<file path="src/rtl/mx_mdio_master.sv">
// Clause-22 MDIO management master: serialises one register access at a time
// onto MDC/MDIO and returns read data plus a no-response flag.
module mx_mdio_master #(
  parameter int unsigned CLK_DIV     = 25,
  parameter bit          PREAMBLE_EN = 1'b1
) (
  input  logic        clk_i,
  input  logic        rst_i,
  input  logic        cmd_valid_i,
  output logic        cmd_ready_o,
  input  logic        cmd_rd_i,
  input  logic [4:0]  cmd_phy_addr_i,
  input  logic [4:0]  cmd_reg_addr_i,
  input  logic [15:0] cmd_wdata_i,
  output logic        busy_o,
  output logic        done_o,
  output logic [15:0] rdata_o,
  output logic        rd_err_o,
  output logic        mdc_o,
  output logic        mdio_o,
  output logic        mdio_oe_o,
  input  logic        mdio_i
);

  localparam int unsigned DIV_W    = 8;
  localparam int unsigned BIT_W    = 6;
  localparam int unsigned FRAME_W  = 64;
  localparam int unsigned RX_W     = 17;
  localparam int unsigned N_BITS   = PREAMBLE_EN ? 64 : 32;
  localparam int unsigned PRE_BITS = PREAMBLE_EN ? 32 : 0;

  localparam logic [DIV_W-1:0] DIV_LAST = DIV_W'(CLK_DIV - 1);
  localparam logic [BIT_W-1:0] BIT_LAST = BIT_W'(N_BITS - 1);
  // First turnaround bit: on reads the master releases the bus from here on
  localparam logic [BIT_W-1:0] TA_BIT   = BIT_W'(PRE_BITS + 14);

  typedef enum logic [1:0] {
    ST_IDLE  = 2'd0,
    ST_SHIFT = 2'd1,
    ST_DONE  = 2'd2
  } state_e;

  state_e               state_q, state_d;
  logic [DIV_W-1:0]     div_q, div_d;
  logic [BIT_W-1:0]     bit_q, bit_d;
  logic [FRAME_W-1:0]   frame_q, frame_d;
  logic [RX_W-1:0]      rx_q, rx_d;
  logic [1:0]           sync_q, sync_d;
  logic                 rd_q, rd_d;
  logic                 ready_q, ready_d;
  logic                 busy_q, busy_d;
  logic                 done_q, done_d;
  logic [15:0]          rdata_q, rdata_d;
  logic                 rd_err_q, rd_err_d;
  logic                 mdc_q, mdc_d;
  logic                 mdio_q, mdio_d;
  logic                 oe_q, oe_d;

  logic [31:0]          payload_c;
  logic [FRAME_W-1:0]   frame_c;

  // Frame image for the command currently on the inputs
  always_comb begin
    payload_c = {2'b01,
                 cmd_rd_i ? 2'b10 : 2'b01,
                 cmd_phy_addr_i,
                 cmd_reg_addr_i,
                 cmd_rd_i ? 2'b11 : 2'b10,
                 cmd_rd_i ? 16'hFFFF : cmd_wdata_i};
    if (PREAMBLE_EN) begin
      frame_c = {32'hFFFF_FFFF, payload_c};
    end else begin
      frame_c = {payload_c, 32'h0000_0000};
    end
  end

  always_comb begin
    state_d  = state_q;
    div_d    = div_q;
    bit_d    = bit_q;
    frame_d  = frame_q;
    rx_d     = rx_q;
    sync_d   = {sync_q[0], mdio_i};
    rd_d     = rd_q;
    ready_d  = ready_q;
    busy_d   = busy_q;
    done_d   = 1'b0;
    rdata_d  = rdata_q;
    rd_err_d = rd_err_q;
    mdc_d    = mdc_q;
    mdio_d   = mdio_q;
    oe_d     = oe_q;

    case (state_q)
      ST_SHIFT: begin
        if (div_q == DIV_LAST) begin
          div_d = '0;
          if (!mdc_q) begin
            // Rising MDC edge: sample the synchronised pad
            mdc_d = 1'b1;
            rx_d  = {rx_q[RX_W-2:0], sync_q[1]};
          end else if (bit_q == BIT_LAST) begin
            state_d = ST_DONE;
            mdc_d   = 1'b0;
            mdio_d  = 1'b1;
            oe_d    = 1'b0;
            busy_d  = 1'b0;
            done_d  = 1'b1;
            ready_d = 1'b1;
            if (rd_q) begin
              rdata_d  = rx_q[15:0];
              rd_err_d = rx_q[16];
            end
          end else begin
            mdc_d   = 1'b0;
            bit_d   = bit_q + BIT_W'(1);
            frame_d = frame_q << 1;
            mdio_d  = frame_q[FRAME_W-2];
            oe_d    = !rd_q || (bit_d < TA_BIT);
          end
        end else begin
          div_d = div_q + DIV_W'(1);
        end
      end

      default: begin
        // IDLE and the single DONE cycle both accept a new command
        state_d = ST_IDLE;
        if (cmd_valid_i) begin
          state_d = ST_SHIFT;
          ready_d = 1'b0;
          busy_d  = 1'b1;
          div_d   = '0;
          bit_d   = '0;
          rd_d    = cmd_rd_i;
          frame_d = frame_c;
          mdc_d   = 1'b0;
          mdio_d  = frame_c[FRAME_W-1];
          oe_d    = 1'b1;
        end
      end
    endcase
  end

  always_ff @(posedge clk_i or posedge rst_i) begin
    if (rst_i) begin
      state_q  <= ST_IDLE;
      div_q    <= '0;
      bit_q    <= '0;
      frame_q  <= '0;
      rx_q     <= '0;
      sync_q   <= 2'b11;
      rd_q     <= 1'b0;
      ready_q  <= 1'b1;
      busy_q   <= 1'b0;
      done_q   <= 1'b0;
      rdata_q  <= '0;
      rd_err_q <= 1'b0;
      mdc_q    <= 1'b0;
      mdio_q   <= 1'b1;
      oe_q     <= 1'b0;
    end else begin
      state_q  <= state_d;
      div_q    <= div_d;
      bit_q    <= bit_d;
      frame_q  <= frame_d;
      rx_q     <= rx_d;
      sync_q   <= sync_d;
      rd_q     <= rd_d;
      ready_q  <= ready_d;
      busy_q   <= busy_d;
      done_q   <= done_d;
      rdata_q  <= rdata_d;
      rd_err_q <= rd_err_d;
      mdc_q    <= mdc_d;
      mdio_q   <= mdio_d;
      oe_q     <= oe_d;
    end
  end

  assign cmd_ready_o = ready_q;
  assign busy_o      = busy_q;
  assign done_o      = done_q;
  assign rdata_o     = rdata_q;
  assign rd_err_o    = rd_err_q;
  assign mdc_o       = mdc_q;
  assign mdio_o      = mdio_q;
  assign mdio_oe_o   = oe_q;

endmodule

</file>
<file path="config.mk">
export PLATFORM = sky130hd
export DESIGN_NAME = mx_mdio_master
export DESIGN_NICKNAME = d
export VERILOG_FILES = /design/src/rtl/mx_mdio_master.sv
export SDC_FILE = /design/constraint.sdc
export NUM_CORES = 1
export LEC_CHECK = 0
export CORE_MARGIN = 3
export CORE_UTILIZATION = 47
export DETAILED_ROUTE_END_ITERATION = 12
export PLACE_DENSITY = 0.73
export SLEW_MARGIN = 20
export SYNTH_ARGS = -nofsm -noshare
export SYNTH_HDL_FRONTEND = slang
export SYNTH_SLANG_ARGS = --single-unit
</file>
<file path="constraint.sdc">
create_clock -name clk_i -period 6.2 [get_ports clk_i]
set_input_delay 1.55 -clock clk_i [delete_from_list [all_inputs] [get_ports clk_i]]
set_output_delay 1.55 -clock clk_i [all_outputs]
set_load 0.01 [all_outputs]
</file>
==> results of run 1 <==
==> worst min-delay path by stage <==
stage | end | slack (ns) | cells after the start
finish | sync_q[1] | 0.36 | 0
global route | sync_q[1] | 0.36 | 0
CTS | sync_q[1] | 0.36 | 0
detailed placement | sync_q[1] | 0.35 | 0
global placement | sync_q[1] | 0.35 | 0
floorplan | sync_q[1] | 0.35 | 0
==> cell usage in the layout, fill, tap and decap left out, types with 5 or more instances in the layout <==
cell type,synthesis,routed
dfrtp_1,118,118
o21ai_0,62,62
nor2_1,54,54
clkdlybuf4s50_1,0,53
nand3_1,39,39
nand2_1,34,34
mux2_2,24,24
clkbuf_16,0,17
o22ai_1,16,16
mux2i_1,15,15
or3_1,15,15
a22oi_1,11,11
mux2_4,10,10
a21oi_1,8,8
inv_1,7,6
buf_4,2,6
bufinv_16,0,5
==> power groups by stage <==
stage          Combinational [mW]  Sequential, mW  Clock, mW
3_3_place_gp                0.237            1.01          0
3_5_place_dp                0.252            1.01          0
4_1_cts                     0.255            1.00       1.12
6_report                    0.251            1.00       1.10
2_1_floorplan               0.184           0.990          0
5_1_grt                     0.288            1.02       1.16
==> final cells by class <==
class                      count  area share, %
timing repair buffer          59          8.678
multi-input combinational    333          32.03
tap                          140          2.641
inverter                       7         0.4339
clock inverter                11          2.867
clock buffer                  21          7.244
sequential                   122          46.10
==> sequential cells by signal, indices dropped and copies added (netlist names), 2 cells and up <==
signal   cells
sync_q       2
frame_q     63
bit_q        6
rdata_o     16
div_q        8
rx_q        17
state_q      2
==> cells in the mapped netlist (2+ instances only) <==
cell type  instances  area, sq um
dfrtp_1          118         2953
o21ai_0           62        310.3
nor2_1            54        202.7
nand3_1           39        195.2
nand2_1           34        127.6
mux2_2            24        270.3
o22ai_1           16        100.1
mux2i_1           15        150.1
or3_1             15        93.84
clkbuf_1          13        48.80
buf_2             12        60.06
a22oi_1           11        82.58
mux2_4            10        150.1
a21oi_1            8        40.04
inv_1              7        26.28
dfstp_2            4        105.1
a21o_1             3        22.52
clkbuf_2           3        15.01
ha_1               3        37.54
nor3_1             3        15.01
o211ai_1           3        22.52
xnor2_1            3        26.28
and2_1             2        12.51
and4_1             2        17.52
buf_4              2        15.01
buf_6              2        22.52
nand2b_1           2        12.51
nand4_1            2        12.51
nor2b_1            2        12.51
xor2_1             2        17.52
==> through the flow <==
stage               util [%]  hold slack (ns)  cell area [sq um]  instances
floorplan                  -           0.3452               5403        496
global placement       54.05           0.3485               5962        661
detailed placement     54.05           0.3484               5962        661
CTS                    60.13           0.3601               6633        693
global route           60.13           0.3642               6633        693
finish                 60.13           0.3554               6633        693
==> worst max-delay path, stage by stage <==
cell and delay, ns:
clkdlybuf4s50_1 0.46, and2_1 0.16, buf_4 0.27, a21oi_1 0.89, o22ai_1 0.17
==> routing by layer <==
layer,vias up,routed length (um)
li1,1839,-
met1,1905,4899
met2,125,5338
met3,21,606
met4,0,167
met5,-,0
==> cell families after synthesis <==
logic type | synth area share [%]
flip-flops | 56.60
multiplexers | 10.77
XOR/XNOR | 0.8107
buffers and inverters | 4.122
adder cells (fa/ha/maj) | 0.6948
AND/OR/NAND/NOR | 15.03
AO/OA/AOI/OAI | 11.97
==> metrics.csv, run 1 <==
stage;metric;value;unit
routing;firstDrtPassIters;6;
routing;vias_per_cell;5.613;
critical_path;cp_max_fo;49;
power;internal_power;1.793;mW
yosys;synth-edff-count;0;
die;die-area;12820;sq um
yosys;ys_ff_latch;122;
die;initial_core_util;48.98;%
global_routing;grt_pass1_vias;3893;
critical_path;r2r_slack;3.42;ns
final_layout;synthToLayoutAreaGrowth;22.77;%
power;powerDensity;354.0;nW/um^2
routing;drcViolationCount;0;
cts;cts.sinks;122;
flow_run;maxCapViolCount;0;
placement;dp_slack;2.516;ns
final_layout;seq_area;3058;sq um
critical_path;cp-end-kind;register;
die;die_w;113.2;um
timing;skew;0.006678;ns
cts;worstSkewPairLatency;0.41;ns
cts;htree_levels;4;
cts;cts-root-buf;clkbuf_16;
critical_path;worstSetupEndpoint;frame_q[9];
timing;max_freq;0.3051;GHz
cts;clockBufferDepth;2;
global_routing;antenna_found_initial;0;
final_layout;fin_nets;574;
critical_path;path_class;in2reg;
power;p_seq_share;42.6;%
timing;relSlewSlack;28.19;%
routing;final_antenna_net_count;0;
power;p_sw_share;23.62;%
global_routing;grt_pass1_wl;18860;um
global_routing;track_usage;18.59;%
power;peakVddDrop;0.2512;mV
power;switchingPower;0.5547;mW
yosys;ys_seq_area_share;56.60;%
cts;post_cts_buffers;0;
yosys;syn_inst;496;
yosys;synth_nets;530;
critical_path;worstPathRequired;6.43;ns
timing;period_minus_slack;3.278;ns
routing;num_vias;3890;
final_layout;antennaDiodeCount;0;
timing;fin_ws;2.922;ns
yosys;netlist_area;5403;sq um
cts;cts_made_buffers;17;
final_layout;fillCellCount;910;
power;leakage;2.827;nW
hold_path;hp-class;reg2reg;
global_routing;grt_max_degree;81;
yosys;yosysUniqueCellTypes;50;
timing;rsz0062_at_grt;false;
critical_path;cp_data_arrival_time;3.51;ns
final_layout;drive_above_1_share;15.73;%
global_routing;use_met3;5.027;%
routing;routed_wl;11010;um
routing;wl_per_cell;15.89;um
cts;clk_pin_slew_worst_paths;0.06;ns
global_routing;use_met1;24.54;%
cts;cts_hold_buf;0;
power;total_power;2.348;mW
yosys;ys_async_sr_fraction;100.0;%
final_layout;multi_input_area;2125;sq um
cts;cts_tree;yes;
die;core;11030;sq um
critical_path;rr_worst_depth;5;
yosys;syn_area_per_cell;10.89;sq um
critical_path;startpoint;cmd_valid_i;
critical_path;cp-start-kind;input pin;
critical_path;timing.rr.start;state_q[1];
die;die_h;113.2;um
power;combinationalPowerShare;10.7;%
power;p_clk_share;46.7;%
timing;min_period_over_period;52.87;%
global_routing;grt_busiest_layer;met2;
yosys;synthFlopType;dfrtp_1;
cts;cts-resized-gates;0;
hold_path;min-delay-start;sync_q[0];
timing;setup_viol;0;
die;rows;38;
timing;tightest_slew;1.077;ns
placement;dpl.hpwl;6682;um
routing;drt_iter0_drc;321;
critical_path;rr_endpoint;frame_q[9];
timing;tns;0;ns
yosys;yosysWarnings;0;
die;pin_count;54;
timing;slew_viol_final;0;
global_routing;gr-usage-met2;28.95;%
global_routing;grt_overflow;0;
timing;finalHoldViolCount;0;
run_status;status;complete, no violations;
placement;routabilityCongestion;0.7711;
placement;port_buffers;53;
No activity file was read; power rests on OpenSTA's default activity.
==> run 2, diff against run 1 <==
- PLACE_DENSITY: 0.73 -> 0.75
- clock period: 6.2 -> 2.69 ns (I/O delays scaled with it)
==> run 2 against run 1 <==
Flip-flop and latch count unchanged. Routed wire length down 0.28%. Combinational power up 130%. Largest power group unchanged. Largest cell class unchanged. Sequential share of layout area down 0.052 points.
==> metrics.csv, run 2 (synthesis results as in run 1) <==
stage;metric;value;unit;change
timing;max_freq;0.4216;GHz;
cts;cts_tree;yes;;
final_layout;antennaDiodeCount;0;;unchanged
timing;slew_viol_final;0;;unchanged
routing;wl_per_cell;15.73;um;-1.0%
power;peakVddDrop;0.7124;mV;+180%
cts;cts_made_buffers;17;;unchanged
global_routing;grt_overflow;0;;unchanged
placement;port_buffers;53;;unchanged
timing;min_period_over_period;88.19;%;
critical_path;cp-start-kind;register;;
final_layout;synthToLayoutAreaGrowth;22.90;%;
critical_path;cp_cell_sequence;inv_1, ha_1, nor3b_4, and4_1, buf_4, nand2_1, a22oi_1;;
global_routing;track_usage;17.93;%;-0.65 points
die;die_w;113.2;um;unchanged
timing;tns;0;ns;unchanged
timing;relSlewSlack;54.53;%;+26 points
cts;cts.sinks;122;;unchanged
routing;num_vias;3914;;+0.62%
critical_path;slowest_stage;dfrtp_1;;
die;die_h;113.2;um;unchanged
critical_path;rr_endpoint;frame_q[16];;
placement;routabilityCongestion;0.7945;;+3.0%
final_layout;largest-register;frame_q;;
cts;clockBufferDepth;2;;unchanged
final_layout;final_cell_mix;dfrtp_1 (118), o21ai_0 (62), nor2_1 (54), clkdlybuf4s50_1 (53), nand3_1 (39);;
critical_path;rr_worst_depth;7;;+2
final_layout;drive_above_1_share;15.77;%;+0.038 points
critical_path;startpoint;div_q[0];;
run_status;status;complete, no violations;;
timing;finalHoldViolCount;0;;unchanged
global_routing;grt_max_degree;123;;+52%
critical_path;cp_data_arrival_time;2.68;ns;-0.83 ns
routing;drcViolationCount;0;;unchanged
critical_path;r2r_slack;0.32;ns;-3.10 ns
critical_path;worstSetupEndpoint;frame_q[16];;
cts;post_cts_buffers;0;;unchanged
final_layout;fillCellCount;898;;-1.3%
cts;worstSkewPairLatency;0.41;ns;about the same
power;total_power;5.274;mW;+120%
cts;cts-resized-gates;0;;unchanged
global_routing;antenna_found_initial;0;;unchanged
routing;drt_iter0_drc;327;;+1.9%
cts;cts_hold_buf;0;;unchanged
timing;rsz0062_at_grt;false;;
routing;final_antenna_net_count;0;;unchanged
hold_path;hp-class;reg2reg;;
power;leakage;2.825;nW;about the same
critical_path;worstPathRequired;3.00;ns;-3.43 ns
cts;cts-root-buf;clkbuf_16;;
critical_path;critPathMaxStageDelay;0.42;ns;-0.47 ns
final_layout;fin_nets;579;;+0.87%
power;powerDensity;794.3;nW/um^2;+120%
critical_path;timing.rr.start;div_q[0];;
critical_path;path_class;reg2reg;;
final_layout;post-route-util;60.20;%;+0.068 points
die;rows;38;;unchanged
critical_path;cp-end-kind;register;;
die;die-area;12820;sq um;unchanged
timing;tightest_slew;0.6796;ns;-0.3975 ns
global_routing;grt_pass1_vias;3860;;-0.85%
routing;routed_wl;10980;um;-0.28%
flow_run;maxCapViolCount;0;;unchanged
cts;htree_levels;4;;unchanged
timing;skew;0.01059;ns;+0.003909 ns
final_layout;largest_register_ff_count;63;;unchanged
critical_path;cp_max_fo;37;;-24%
cts;clk_pin_slew_worst_paths;0.05;ns;about the same
timing;setup_viol;0;;unchanged
routing;firstDrtPassIters;4;;-2
routing;vias_per_cell;5.607;;-0.10%
die;initial_core_util;48.98;%;unchanged
die;pin_count;54;;unchanged
global_routing;grt_pass1_wl;18520;um;-1.8%
placement;dpl.hpwl;6832;um;+2.2%
die;core;11030;sq um;unchanged
final_layout;final_common_cell;dfrtp_1;;
timing;period_minus_slack;2.372;ns;
## run 2: cell type report
type / instances / area (sq um) / area share (%)
flip-flops and latches: 122 / 3058 / 46.05
multi-input cells: 333 / 2128 / 32.05
repair buffers: 64 / 625.6 / 9.422
clock buffers: 25 / 485.5 / 7.311
well taps: 140 / 175.2 / 2.638
clock inverters: 7 / 137.6 / 2.073
inverters: 7 / 30.03 / 0.4522
## run 2: per-layer routing
metal  global-route usage [%]  part of all wire (%)
met4                    5.369                  0.47
met3                    5.241                   5.5
met5                        0                     0
met2                    28.71                    49
met1                    23.78                    45
## run 2: through the flow
stage	cells	instance area [sq um]	hold slack [ns]	setup WS, ns
6_report	698	6640	0.3529	0.3178
5_1_grt	698	6640	0.3624	0.1044
4_1_cts	698	6636	0.3542	0.3264
3_5_place_dp	666	6013	0.3484	0.2154
3_3_place_gp	666	6013	0.3462	0.3015
2_1_floorplan	496	5406	0.3452	0.5234
## run 2: how the worst min path moves through the flow
stage	from	to	slack [ns]	depth (start not counted)
3_5_place_dp	sync_q[0]	sync_q[1]	0.35	0
4_1_cts	sync_q[0]	sync_q[1]	0.35	0
3_3_place_gp	sync_q[0]	sync_q[1]	0.35	0
5_1_grt	sync_q[0]	sync_q[1]	0.36	0
6_report	sync_q[0]	sync_q[1]	0.35	0
2_1_floorplan	sync_q[0]	sync_q[1]	0.35	0
## run 2: worst max-delay path, delay by kind of cell (launching register included)
| kind | cells | cell delay, ns |
|---|---|---|
| AO/OA/AOI/OAI | 1 | 0.28 |
| adder cells (fa/ha/maj) | 1 | 0.15 |
| buffers and inverters | 2 | 0.46 |
| flip-flops | 1 | 0.42 |
| AND/OR/NAND/NOR | 3 | 0.96 |
## run 2: power breakdown
group / switching (mW) / internal (mW)
Sequential: 0.218 / 2.09
Combinational: 0.276 / 0.304
Clock: 0.761 / 1.62
==> run 3, diff against run 2 <==
- CORE_MARGIN: 3 -> 4
- CORE_UTILIZATION: 47 -> 38
- PLACE_DENSITY: 0.75 -> 0.64
==> run 3 against run 2 <==
Critical path depth unchanged. Clock power decreased by 5%. Global-route usage decreased by 3.5 points. First-iteration DRC count decreased by 1.5%. Count of clock-buffer cells in the layout unchanged. Routed wire length about the same. Combinational power increased by 1%. Flip-flop and latch count unchanged. Via count decreased by 1.1%. Sequential power about the same. Power decreased by 2.3%. Cell count increased by 6.3%. Critical path type unchanged. Critical endpoint is now bit_q[1].
==> metrics.csv, run 3 (synthesis results as in run 1) <==
stage;metric;value;unit;change
final_layout;final_common_cell;dfrtp_1;;
routing;wl_per_cell;14.80;um;-6.0%
critical_path;cp-end-kind;register;;
final_layout;largest-register;frame_q;;
final_layout;final_cell_mix;dfrtp_1 (118), o21ai_0 (62), nor2_1 (54), clkdlybuf4s50_1 (53), nand3_1 (39);;
placement;place_area;6131;sq um;+2.0%
timing;slew_viol_final;0;;unchanged
run_status;status;complete, no violations;;
final_layout;fin_nets;583;;+0.69%
global_routing;grt_max_degree;49;;-60%
critical_path;critPathMaxStageDelay;0.42;ns;about the same
die;die_h;127.2;um;+12%
critical_path;cp_max_fo;37;;unchanged
placement;dpl.hpwl;7101;um;+3.9%
placement;routabilityCongestion;0.8271;;+4.1%
timing;min_period_over_period;87.58;%;-0.61 points
power;powerDensity;764.9;nW/um^2;-3.7%
timing;rsz0062_at_grt;false;;
final_layout;final_cell_area;6738;sq um;+1.5%
global_routing;grt_pass1_vias;3949;;+2.3%
critical_path;path_class;reg2reg;;
cts;worstSkewPairLatency;0.41;ns;about the same
placement;dp_cells;710;;+6.6%
timing;period_minus_slack;2.356;ns;-0.01639 ns
die;die_w;127.2;um;+12%
final_layout;drive_above_1_share;16.90;%;+1.1 points
routing;drt_iter0_drc;322;;-1.5%
routing;vias_per_cell;5.216;;-7.0%
final_layout;final_cells;742;;+6.3%
power;total_power;5.153;mW;-2.3%
die;core;13880;sq um;+26%
timing;setup_viol;0;;unchanged
placement;dp_slack;0.1717;ns;-0.04368 ns
cts;cts-root-buf;clkbuf_16;;
critical_path;cp_data_arrival_time;2.67;ns;about the same
critical_path;cp-start-kind;register;;
global_routing;grt_overflow;0;;unchanged
timing;relSlewSlack;54.81;%;+0.28 points
die;pin_count;54;;unchanged
power;peakVddDrop;0.4577;mV;-36%
timing;tightest_slew;0.6779;ns;-0.001724 ns
routing;drcViolationCount;0;;unchanged
timing;finalHoldViolCount;0;;unchanged
critical_path;crit_buf_inv;2;;unchanged
cts;htree_levels;4;;unchanged
cts;cts_made_buffers;17;;unchanged
critical_path;critPathTopFamily;simple AND/OR/NAND/NOR gates;;
critical_path;cp_cell_sequence;inv_1, ha_1, nor3b_4, and4_1, buf_4, nand2_1, o21ai_0;;
global_routing;antenna_found_initial;0;;unchanged
routing;routed_wl;10980;um;about the same
flow_run;maxCapViolCount;0;;unchanged
routing;num_vias;3870;;-1.1%
final_layout;fillCellCount;1253;;+40%
cts;cts.sinks;122;;unchanged
global_routing;track_usage;14.44;%;-3.5 points
routing;firstDrtPassIters;4;;unchanged
final_layout;largest_register_ff_count;63;;unchanged
critical_path;worstPathRequired;3.00;ns;about the same
placement;port_buffers;53;;unchanged
timing;fin_ws;0.3342;ns;+0.01639 ns
cts;clockBufferDepth;2;;unchanged
die;initial_core_util;38.92;%;-10 points
cts;cts-resized-gates;0;;unchanged
die;rows;43;;+13%
die;die-area;16190;sq um;+26%
hold_path;hp-class;reg2reg;;
critical_path;slowest_stage;dfrtp_1;;
final_layout;antennaDiodeCount;0;;unchanged
critical_path;r2r_slack;0.33;ns;+0.02 ns
global_routing;grt_pass1_wl;19060;um;+2.9%
cts;cts_hold_buf;0;;unchanged
timing;skew;0.01153;ns;+0.0009445 ns
routing;final_antenna_net_count;0;;unchanged
timing;max_freq;0.4245;GHz;+0.70%
cts;cts_tree;yes;;
power;leakage;2.858;nW;+1.2%
cts;clk_pin_slew_worst_paths;0.05;ns;about the same
timing;tns;0;ns;unchanged
final_layout;synthToLayoutAreaGrowth;24.71;%;
cts;post_cts_buffers;0;;unchanged
-- run 3: cell count changes in the layout (fill, tap and decap cells not counted), sizes merged --
cell,delta
buf,+4
clkinv,+2
bufinv,-2
-- run 3: per-layer routing --
| metal | share of wire [%] | GRT usage (%) | up-vias |
|---|---|---|---|
| li1 | - | - | 1852 |
| met4 | 0.97 | 4.543 | 0 |
| met5 | 0 | 0 | - |
| met3 | 4.5 | 4.766 | 8 |
| met2 | 47 | 22.38 | 82 |
| met1 | 47 | 19.31 | 1928 |
-- run 3: layout make-up --
type                       count  area, sq um  share of cell area (%)
sequential                   122         3058                   45.39
inverter                       7        30.03                  0.4457
clock buffer                  25        515.5                   7.651
multi-input combinational    333         2128                   31.59
timing repair buffer          68        693.2                   10.29
tap                          180        225.2                   3.343
clock inverter                 7        87.58                   1.300
-- run 3: worst paths after layout --
kind	cells after the start	to	from
max	7	bit_q[1]	div_q[0]
min	0	sync_q[1]	sync_q[0]
max reg2reg	7	bit_q[1]	div_q[0]
min reg2reg	0	sync_q[1]	sync_q[0]
max in group asynchronous	3	sync_q[1]	rst_i
min in group asynchronous	2	div_q[7]	rst_i
-- run 3: metrics by stage --
step / util [%] / hold slack (ns)
global route: 48.54 / 0.3695
detailed placement: 44.17 / 0.3475
finish: 48.54 / 0.3618
floorplan: - / 0.3452
global placement: 44.17 / 0.3505
CTS: 48.51 / 0.3656
-- run 3: power by group --
group	switching, mW	internal, mW
clock	0.754	1.50
sequential	0.214	2.09
combinational	0.274	0.313
